$ cat src/rtl/hw2_pipe_sched_if.sv
// rtl/hw2_pipe_sched_if.sv - request, pipe and response signals of the hw2_pipe scheduler
//
// Purpose: groups the two request channels, the hw2_pipe operand/result
//   signals and the two response channels into one bundle.
// Modports:
//   slave  - the scheduler: takes requests, rspN_ready and pipe_d;
//            drives reqN_ready, pipe_a/b/c/s, rspN_valid and rspN_d.
//   master - the environment: client blocks plus the hw2_pipe itself.
interface hw2_pipe_sched_if #(
  parameter int DATA_WIDTH = 8
);
  logic                      req0_valid;
  logic                      req0_ready;
  logic [DATA_WIDTH-1:0]     req0_a;
  logic [DATA_WIDTH-1:0]     req0_b;
  logic [DATA_WIDTH-1:0]     req0_c;
  logic                      req0_s;
  logic                      req1_valid;
  logic                      req1_ready;
  logic [DATA_WIDTH-1:0]     req1_a;
  logic [DATA_WIDTH-1:0]     req1_b;
  logic [DATA_WIDTH-1:0]     req1_c;
  logic                      req1_s;
  logic [DATA_WIDTH-1:0]     pipe_a;
  logic [DATA_WIDTH-1:0]     pipe_b;
  logic [DATA_WIDTH-1:0]     pipe_c;
  logic                      pipe_s;
  logic [2*DATA_WIDTH-1:0]   pipe_d;
  logic                      rsp0_valid;
  logic                      rsp0_ready;
  logic [2*DATA_WIDTH-1:0]   rsp0_d;
  logic                      rsp1_valid;
  logic                      rsp1_ready;
  logic [2*DATA_WIDTH-1:0]   rsp1_d;

  modport slave (
    input  req0_valid, req0_a, req0_b, req0_c, req0_s,
    input  req1_valid, req1_a, req1_b, req1_c, req1_s,
    output req0_ready, req1_ready,
    output pipe_a, pipe_b, pipe_c, pipe_s,
    input  pipe_d,
    output rsp0_valid, rsp0_d, rsp1_valid, rsp1_d,
    input  rsp0_ready, rsp1_ready
  );

  modport master (
    output req0_valid, req0_a, req0_b, req0_c, req0_s,
    output req1_valid, req1_a, req1_b, req1_c, req1_s,
    input  req0_ready, req1_ready,
    input  pipe_a, pipe_b, pipe_c, pipe_s,
    output pipe_d,
    input  rsp0_valid, rsp0_d, rsp1_valid, rsp1_d,
    output rsp0_ready, rsp1_ready
  );
endinterface

$ cat src/rtl/hw2_pipe_sched.sv
// rtl/hw2_pipe_sched.sv - two-requester scheduler in front of the shared hw2_pipe
//
// Purpose: arbitrates one request per cycle onto hw2_pipe
//   (d = (s ? a+b : a-b) * c), tags every issued operation with its
//   requester and steers each result into that requester's response FIFO.
// Ports:
//   clk    - rising-edge clock
//   reset  - asynchronous, active-low reset
//   bus    - hw2_pipe_sched_if.slave: reqN_valid/ready/a/b/c/s,
//            pipe_a/b/c/s (registered operands), pipe_d (pipe result),
//            rspN_valid/ready/d (response FIFO heads)
// Configuration:
//   SCHED_FIXED_PRIO_EN - when defined, requester 0 always wins a contention
//                         (no round-robin pointer); default is round-robin.
module hw2_pipe_sched #(
  parameter int DATA_WIDTH = 8,
  parameter int PIPE_LAT   = 2,
  parameter int FIFO_DEPTH = 4
) (
  input logic              clk,
  input logic              reset,
  hw2_pipe_sched_if.slave  bus
);

  localparam int AW = $clog2(FIFO_DEPTH);
  localparam int CW = AW + 1;
  localparam int RW = 2 * DATA_WIDTH;
  localparam logic [CW:0] DEPTH_C = (CW+1)'(FIFO_DEPTH);

  logic [1:0]            req_valid;
  logic [1:0]            rsp_ready;
  logic [1:0]            elig;
  logic [1:0]            grant;
  logic [1:0]            rsp_valid;
  logic [RW-1:0]         rsp_d [2];

  logic [DATA_WIDTH-1:0] pipe_a_q, pipe_b_q, pipe_c_q;
  logic                  pipe_s_q;

  // Tag shift register: one stage per cycle an operation spends between
  // operand issue and result capture.
  logic [PIPE_LAT:0]     tag_v;
  logic [PIPE_LAT:0]     tag_id;

  assign req_valid = {bus.req1_valid, bus.req0_valid};
  assign rsp_ready = {bus.rsp1_ready, bus.rsp0_ready};

  // ---------------------------------------------------------------- grant
`ifdef SCHED_FIXED_PRIO_EN
  assign grant = {elig[1] & ~elig[0], elig[0]};
`else
  logic rr_last;  // requester granted most recently

  always_comb begin
    grant = elig;
    if (elig == 2'b11) begin
      grant = rr_last ? 2'b01 : 2'b10;
    end
  end

  // Reset value 1 so requester 0 wins the first contention.
  always_ff @(posedge clk or negedge reset) begin
    if (!reset) begin
      rr_last <= 1'b1;
    end else if (|grant) begin
      rr_last <= grant[1];
    end
  end
`endif

  assign bus.req0_ready = grant[0];
  assign bus.req1_ready = grant[1];

  // ---------------------------------------------------------------- issue
  always_ff @(posedge clk or negedge reset) begin
    if (!reset) begin
      pipe_a_q <= '0;
      pipe_b_q <= '0;
      pipe_c_q <= '0;
      pipe_s_q <= 1'b0;
      tag_v    <= '0;
      tag_id   <= '0;
    end else begin
      tag_v  <= {tag_v[PIPE_LAT-1:0], |grant};
      tag_id <= {tag_id[PIPE_LAT-1:0], grant[1]};
      if (grant[0]) begin
        pipe_a_q <= bus.req0_a;
        pipe_b_q <= bus.req0_b;
        pipe_c_q <= bus.req0_c;
        pipe_s_q <= bus.req0_s;
      end else if (grant[1]) begin
        pipe_a_q <= bus.req1_a;
        pipe_b_q <= bus.req1_b;
        pipe_c_q <= bus.req1_c;
        pipe_s_q <= bus.req1_s;
      end else begin
        pipe_a_q <= '0;
        pipe_b_q <= '0;
        pipe_c_q <= '0;
        pipe_s_q <= 1'b0;
      end
    end
  end

  assign bus.pipe_a = pipe_a_q;
  assign bus.pipe_b = pipe_b_q;
  assign bus.pipe_c = pipe_c_q;
  assign bus.pipe_s = pipe_s_q;

  // ------------------------------------------------- per-requester state
  for (genvar n = 0; n < 2; n++) begin : g_rsp
    logic [CW-1:0] inflight;
    logic [CW-1:0] count;
    logic [AW-1:0] wr_ptr;
    logic [AW-1:0] rd_ptr;
    logic [RW-1:0] mem [FIFO_DEPTH];
    logic [RW-1:0] last_d;
    logic          retire;
    logic          pop;

    // Credit covers both queued and in-flight results, so a retiring
    // result always finds room in the FIFO.
    assign elig[n] = req_valid[n] &&
                     (({1'b0, inflight} + {1'b0, count}) < DEPTH_C);
    assign retire  = tag_v[PIPE_LAT] && (tag_id[PIPE_LAT] == 1'(n));
    assign pop     = (count != '0) && rsp_ready[n];

    always_ff @(posedge clk or negedge reset) begin
      if (!reset) begin
        inflight <= '0;
        count    <= '0;
        wr_ptr   <= '0;
        rd_ptr   <= '0;
        last_d   <= '0;
        for (int i = 0; i < FIFO_DEPTH; i++) begin
          mem[i] <= '0;
        end
      end else begin
        case ({grant[n], retire})
          2'b10:   inflight <= inflight + 1'b1;
          2'b01:   inflight <= inflight - 1'b1;
          default: inflight <= inflight;
        endcase
        case ({retire, pop})
          2'b10:   count <= count + 1'b1;
          2'b01:   count <= count - 1'b1;
          default: count <= count;
        endcase
        if (retire) begin
          mem[wr_ptr] <= bus.pipe_d;
          wr_ptr      <= wr_ptr + 1'b1;
        end
        if (pop) begin
          last_d <= mem[rd_ptr];
          rd_ptr <= rd_ptr + 1'b1;
        end
      end
    end

    // While empty, the head output keeps showing the last popped entry.
    assign rsp_valid[n] = (count != '0);
    assign rsp_d[n]     = (count != '0) ? mem[rd_ptr] : last_d;
  end

  assign bus.rsp0_valid = rsp_valid[0];
  assign bus.rsp1_valid = rsp_valid[1];
  assign bus.rsp0_d     = rsp_d[0];
  assign bus.rsp1_d     = rsp_d[1];

endmodule

$ cat src/flat_wrapper.sv
// flat-port wrapper written by rule: the top's interface ports become plain ports
module hw2_pipe_sched_flat 
#(
  parameter int DATA_WIDTH = 8,
  parameter int PIPE_LAT   = 2,
  parameter int FIFO_DEPTH = 4
)
  (clk, reset, bus_req0_valid, bus_req0_a, bus_req0_b, bus_req0_c, bus_req0_s, bus_req1_valid, bus_req1_a, bus_req1_b, bus_req1_c, bus_req1_s, bus_req0_ready, bus_req1_ready, bus_pipe_a, bus_pipe_b, bus_pipe_c, bus_pipe_s, bus_pipe_d, bus_rsp0_valid, bus_rsp0_d, bus_rsp1_valid, bus_rsp1_d, bus_rsp0_ready, bus_rsp1_ready);
  hw2_pipe_sched_if #(.DATA_WIDTH(DATA_WIDTH)) bus_i ();
  input logic clk;
  input logic reset;
  input wire logic [$bits(bus_i.req0_valid)-1:0] bus_req0_valid;
  input wire logic [$bits(bus_i.req0_a)-1:0] bus_req0_a;
  input wire logic [$bits(bus_i.req0_b)-1:0] bus_req0_b;
  input wire logic [$bits(bus_i.req0_c)-1:0] bus_req0_c;
  input wire logic [$bits(bus_i.req0_s)-1:0] bus_req0_s;
  input wire logic [$bits(bus_i.req1_valid)-1:0] bus_req1_valid;
  input wire logic [$bits(bus_i.req1_a)-1:0] bus_req1_a;
  input wire logic [$bits(bus_i.req1_b)-1:0] bus_req1_b;
  input wire logic [$bits(bus_i.req1_c)-1:0] bus_req1_c;
  input wire logic [$bits(bus_i.req1_s)-1:0] bus_req1_s;
  output wire logic [$bits(bus_i.req0_ready)-1:0] bus_req0_ready;
  output wire logic [$bits(bus_i.req1_ready)-1:0] bus_req1_ready;
  output wire logic [$bits(bus_i.pipe_a)-1:0] bus_pipe_a;
  output wire logic [$bits(bus_i.pipe_b)-1:0] bus_pipe_b;
  output wire logic [$bits(bus_i.pipe_c)-1:0] bus_pipe_c;
  output wire logic [$bits(bus_i.pipe_s)-1:0] bus_pipe_s;
  input wire logic [$bits(bus_i.pipe_d)-1:0] bus_pipe_d;
  output wire logic [$bits(bus_i.rsp0_valid)-1:0] bus_rsp0_valid;
  output wire logic [$bits(bus_i.rsp0_d)-1:0] bus_rsp0_d;
  output wire logic [$bits(bus_i.rsp1_valid)-1:0] bus_rsp1_valid;
  output wire logic [$bits(bus_i.rsp1_d)-1:0] bus_rsp1_d;
  input wire logic [$bits(bus_i.rsp0_ready)-1:0] bus_rsp0_ready;
  input wire logic [$bits(bus_i.rsp1_ready)-1:0] bus_rsp1_ready;
  assign bus_i.req0_valid = bus_req0_valid;
  assign bus_i.req0_a = bus_req0_a;
  assign bus_i.req0_b = bus_req0_b;
  assign bus_i.req0_c = bus_req0_c;
  assign bus_i.req0_s = bus_req0_s;
  assign bus_i.req1_valid = bus_req1_valid;
  assign bus_i.req1_a = bus_req1_a;
  assign bus_i.req1_b = bus_req1_b;
  assign bus_i.req1_c = bus_req1_c;
  assign bus_i.req1_s = bus_req1_s;
  assign bus_req0_ready = bus_i.req0_ready;
  assign bus_req1_ready = bus_i.req1_ready;
  assign bus_pipe_a = bus_i.pipe_a;
  assign bus_pipe_b = bus_i.pipe_b;
  assign bus_pipe_c = bus_i.pipe_c;
  assign bus_pipe_s = bus_i.pipe_s;
  assign bus_i.pipe_d = bus_pipe_d;
  assign bus_rsp0_valid = bus_i.rsp0_valid;
  assign bus_rsp0_d = bus_i.rsp0_d;
  assign bus_rsp1_valid = bus_i.rsp1_valid;
  assign bus_rsp1_d = bus_i.rsp1_d;
  assign bus_i.rsp0_ready = bus_rsp0_ready;
  assign bus_i.rsp1_ready = bus_rsp1_ready;
  hw2_pipe_sched #(.DATA_WIDTH(DATA_WIDTH), .PIPE_LAT(PIPE_LAT), .FIFO_DEPTH(FIFO_DEPTH)) u_core (.clk(clk), .reset(reset), .bus(bus_i));
endmodule
$ cat config.mk
export PLATFORM = sky130hd
export DESIGN_NAME = hw2_pipe_sched_flat
export DESIGN_NICKNAME = d
export VERILOG_FILES = /design/src/rtl/hw2_pipe_sched_if.sv /design/src/rtl/hw2_pipe_sched.sv /design/src/flat_wrapper.sv
export SDC_FILE = /design/constraint.sdc
export NUM_CORES = 1
export LEC_CHECK = 0
export BUFFER_PORTS_ARGS = -buffer_cell sky130_fd_sc_hd__buf_2
export CAP_MARGIN = 0
export CORE_ASPECT_RATIO = 0.7
export CORE_MARGIN = 4
export CORE_UTILIZATION = 51
export CTS_CLUSTER_DIAMETER = 80
export DETAILED_ROUTE_END_ITERATION = 12
export PLACE_DENSITY = 0.72
export SLEW_MARGIN = 20
export SYNTH_ARGS = -nofsm -noshare
export SYNTH_HDL_FRONTEND = slang
export SYNTH_SLANG_ARGS = --single-unit
export TNS_END_PERCENT = 100
$ cat constraint.sdc
create_clock -name clk -period 7.2 [get_ports clk]
set_clock_uncertainty 0.2 [all_clocks]
set_input_delay 0.72 -clock clk [delete_from_list [all_inputs] [get_ports clk]]
set_output_delay 0.72 -clock clk [all_outputs]
set_load 0.02 [all_outputs]
==> flow_metrics.py <==
metrics = {
    "clock_tree": {
        "clk_latency_ns": 0.48,
        "numCtsBuffers": 21,
        "cts_hold_buf": 0,
        "cts_max_level": 1,
        "path_clk_slew_ns": 0.06,
        "cts_buffer_depth": 3,
        "clock_sinks": 212,
        "ctsResizeCount": 0,
        "ctsRootBufferMaster": "clkbuf_16",
        "post-cts-setup-buffer-count": 0,
        "cts_tree": "built",
    },
    "floorplan": {
        "die_h_um": 123,
        "core_um2": 18300,
        "core.rowCount": 41,
        "dieWidth_um": 173,
        "start_util_pct": 52.9,
        "io_pins": 133,
        "dieArea_um2": 21300,
    },
    "synth": {
        "yosysTopAreaCell": "dfrtp_1",
        "syn_area_per_cell_um2": 15.6,
        "synth.top_cell.area_share_pct": 54.5,
        "synth_warnings": 0,
        "synth_top_family_by_area": "multiplexers",
        "synth.area.top_cells": "dfrtp_1, mux2_2, mux4_1",
        "synth_cells": 620,
        "synth-xor-area-share_pct": 1.63,
        "synthMuxAreaShare_pct": 30.7,
        "seq_area_frac_synth_pct": 54.7,
        "synth-compound-area-share_pct": 3.05,
        "netlist_area_um2": 9700,
        "synth_fp_nets": 712,
        "synth-seq-cells": 212,
        "yosys.area_share.simple_pct": 3.54,
        "synth_fa_ha_area_share_pct": 2.89,
        "ys_types": 32,
    },
    "layout": {
        "finalNetCount": 834,
        "multi_input_area_um2": 4070,
        "final_common_cell": "dfrtp_1",
        "syn_to_final_growth_pct": 14.9,
        "insertedDiodeCount": 0,
        "seq_area_um2": 5310,
        "final_cell_mix": "dfrtp_1, mux2_2, buf_2, and3_1, a32o_1",
        "num-fill-cells": 1393,
        "drive_above_1_share_pct": 51.1,
    },
    "placement": {
        "gp_congestion": 0.718,
        "dp_hpwl_mm": 13.5,
        "port_buffers": 132,
    },
    "global_route": {
        "grt_pass1_wl_mm": 32.9,
        "grt_pass1_vias": 6201,
        "grt_usage_pct": 19.3,
        "grt_antenna_before_repair": 0,
        "overflow": 0,
        "grt_start_max_net_pins": 133,
    },
    "drt": {
        "vias": 5689,
        "wl_per_cell_um": 20.6,
        "drc": 0,
        "wl_mm": 20.4,
        "vias_per_cell": 5.75,
        "drtIter0Drc": 389,
        "antenna_left": 0,
        "first_pass_iters": 4,
    },
    "pwr": {
        "p_leak_nw": 5.11,
        "ir_worst_vdd_v": 0.000269,
        "p_per_area_nw_per_um2": 521,
        "power.total_mw": 5.81,
    },
    "timing": {
        "min_period_over_period_pct": 50.1,
        "slew_headroom_pct": 28.9,
        "fin_tns_setup_ns": 0,
        "finalHoldViolations": 0,
        "setup_violations": 0,
        "worst_pin_slew_ns": 1.07,
        "max_freq_mhz": 277,
        "finalCriticalPeriod_ns": 3.61,
        "rsz0062_at_grt": "no",
        "slew_viol_final": 0,
    },
    "worst_hold_path": {
        "hp-class": "input port to asynchronous set/reset pin",
    },
    "setup_path": {
        "worstSetupEndpointType": "output port",
        "crit_fanout": 18,
        "crit_required_ns": 6.28,
        "critPathSlowestCell": "dfrtp_1",
        "worst-path-buf-inv": 1,
        "crit_chain": "mux4_1 > mux2_2 > buf_2",
        "crit_family": "flip-flops",
        "timing.critical_path.from_type": "flip-flop",
        "crit_type": "flip-flop to output port",
        "cp.arrival_ns": 2.69,
        "cpPeakStageDelay_ns": 1.05,
    },
    "status": {
        "outcome": "finished, final reports clean",
    },
    "flow_run": {
        "maxCapViolCount": 0,
    },
}
flip-flops by register name, summed over array words and instances, names as in the netlist:
name                   count
u_core.tag_v               3
u_core.bus.pipe_b          8
u_core.g_rsp.inflight      6
u_core.g_rsp.last_d       32
u_core.bus.pipe_a          8
u_core.bus.pipe_c          8
u_core.g_rsp.count         6
u_core.g_rsp.rd_ptr        4
u_core.rr_last             1
u_core.g_rsp.mem         128
u_core.bus.pipe_s          1
u_core.tag_id              3
u_core.g_rsp.wr_ptr        4
Yosys cell counts:
cell and instances:
fa_1 4, dfrtp_1 211, mux4_2 16, xnor2_1 9, buf_6 8, mux2_2 191, nand3_4 1, a32o_1 25
buf_2 18, xor2_1 9, mux2_4 2, a21o_1 1, nor4b_2 2, nor2b_1 1, or3_1 2, nand2_1 11
inv_2 1, buf_4 4, clkbuf_1 6, o21ai_0 4, and2_1 2, and3_1 26, dfstp_2 1, o31a_1 2
mux4_1 16, nor2_1 4, buf_12 2, ha_1 16, mux2i_1 2, nand3_1 4, nand2_2 4, inv_1 15
path summary, 6_finish.rpt:
kind,startpoint,slack (ns),end,depth (start not counted)
setup / recovery,u_core.g_rsp[0].rd_ptr[0]$_DFFE_PN0P_,3.59,bus_rsp0_d[15],3
hold reg to reg,u_core.tag_id[1]$_DFF_PN0_,0.15,u_core.tag_id[2]$_DFF_PN0_,0
setup reg to reg,u_core.g_rsp[1].count[2]$_DFFE_PN0P_,4.18,u_core.g_rsp[0].inflight[1]$_DFFE_PN0P_,8
max in group asynchronous,reset,5.39,u_core.g_rsp[1].mem[47]$_DFFE_PN0P_,2
min in group clk,u_core.tag_id[1]$_DFF_PN0_,0.15,u_core.tag_id[2]$_DFF_PN0_,0
hold / removal,reset,0.1,u_core.g_rsp[0].last_d[11]$_DFFE_PN0P_,1
cell type report:
class,instances,share of cell area (%)
Timing Repair Buffer,137,6.39
Tap cell,236,2.65
Multi-Input combinational cell,354,36.5
Clock buffer,28,5.13
Inverter,16,0.539
Clock inverter,6,1.17
Sequential cell,212,47.6
routing by layer:
layer / GRT usage [%] / up-vias / part of all wire, %
met5: 0 / - / 0
met4: 3.54 / 0 / 1.5
met3: 2.96 / 24 / 3.8
met2: 32.6 / 104 / 50
met1: 27.2 / 3021 / 45
li1: - / 2540 / -
logic make-up after synthesis:
kind of cell / after synthesis
fa+ha+maj: 20
buf+inv: 54
xor+xnor: 18
flops: 212
mux: 227
compound gates: 32
simple gates: 57
power by group:
part / switching, mW / leakage (nW) / total [mW] / internal [mW]
clock: 0.433 / 0.343 / 1.13 / 0.697
combinational: 1.19 / 2.24 / 2.49 / 1.30
sequential: 0.389 / 2.53 / 2.19 / 1.80
per-stage QoR:
| step | setup slack [ns] | utilization (%) | cells | hold WS [ns] | area [µm²] |
|---|---|---|---|---|---|
| after floorplan | 4.46 | - | 620 | 0.131 | 9700 |
| after global placement | 4.09 | 57.0 | 955 | 0.133 | 10400 |
| after detailed placement | 4.03 | 57.0 | 955 | 0.144 | 10400 |
| after CTS | 3.54 | 60.8 | 989 | 0.157 | 11100 |
| after global routing | 3.45 | 60.8 | 989 | 0.161 | 11100 |
| final | 3.59 | 60.8 | 989 | 0.0953 | 11100 |
worst reg2reg max path: stages, from the launching register on:
cell and delay, ns:
dfrtp_1 0.43, ha_1 0.34, nor4b_4 0.21, buf_4 0.31, nand3_4 0.33, nand2_1 0.18, ha_1 0.21, fa_1 0.43
mux2_2 0.27
No activity file was read; power rests on OpenSTA's default activity.
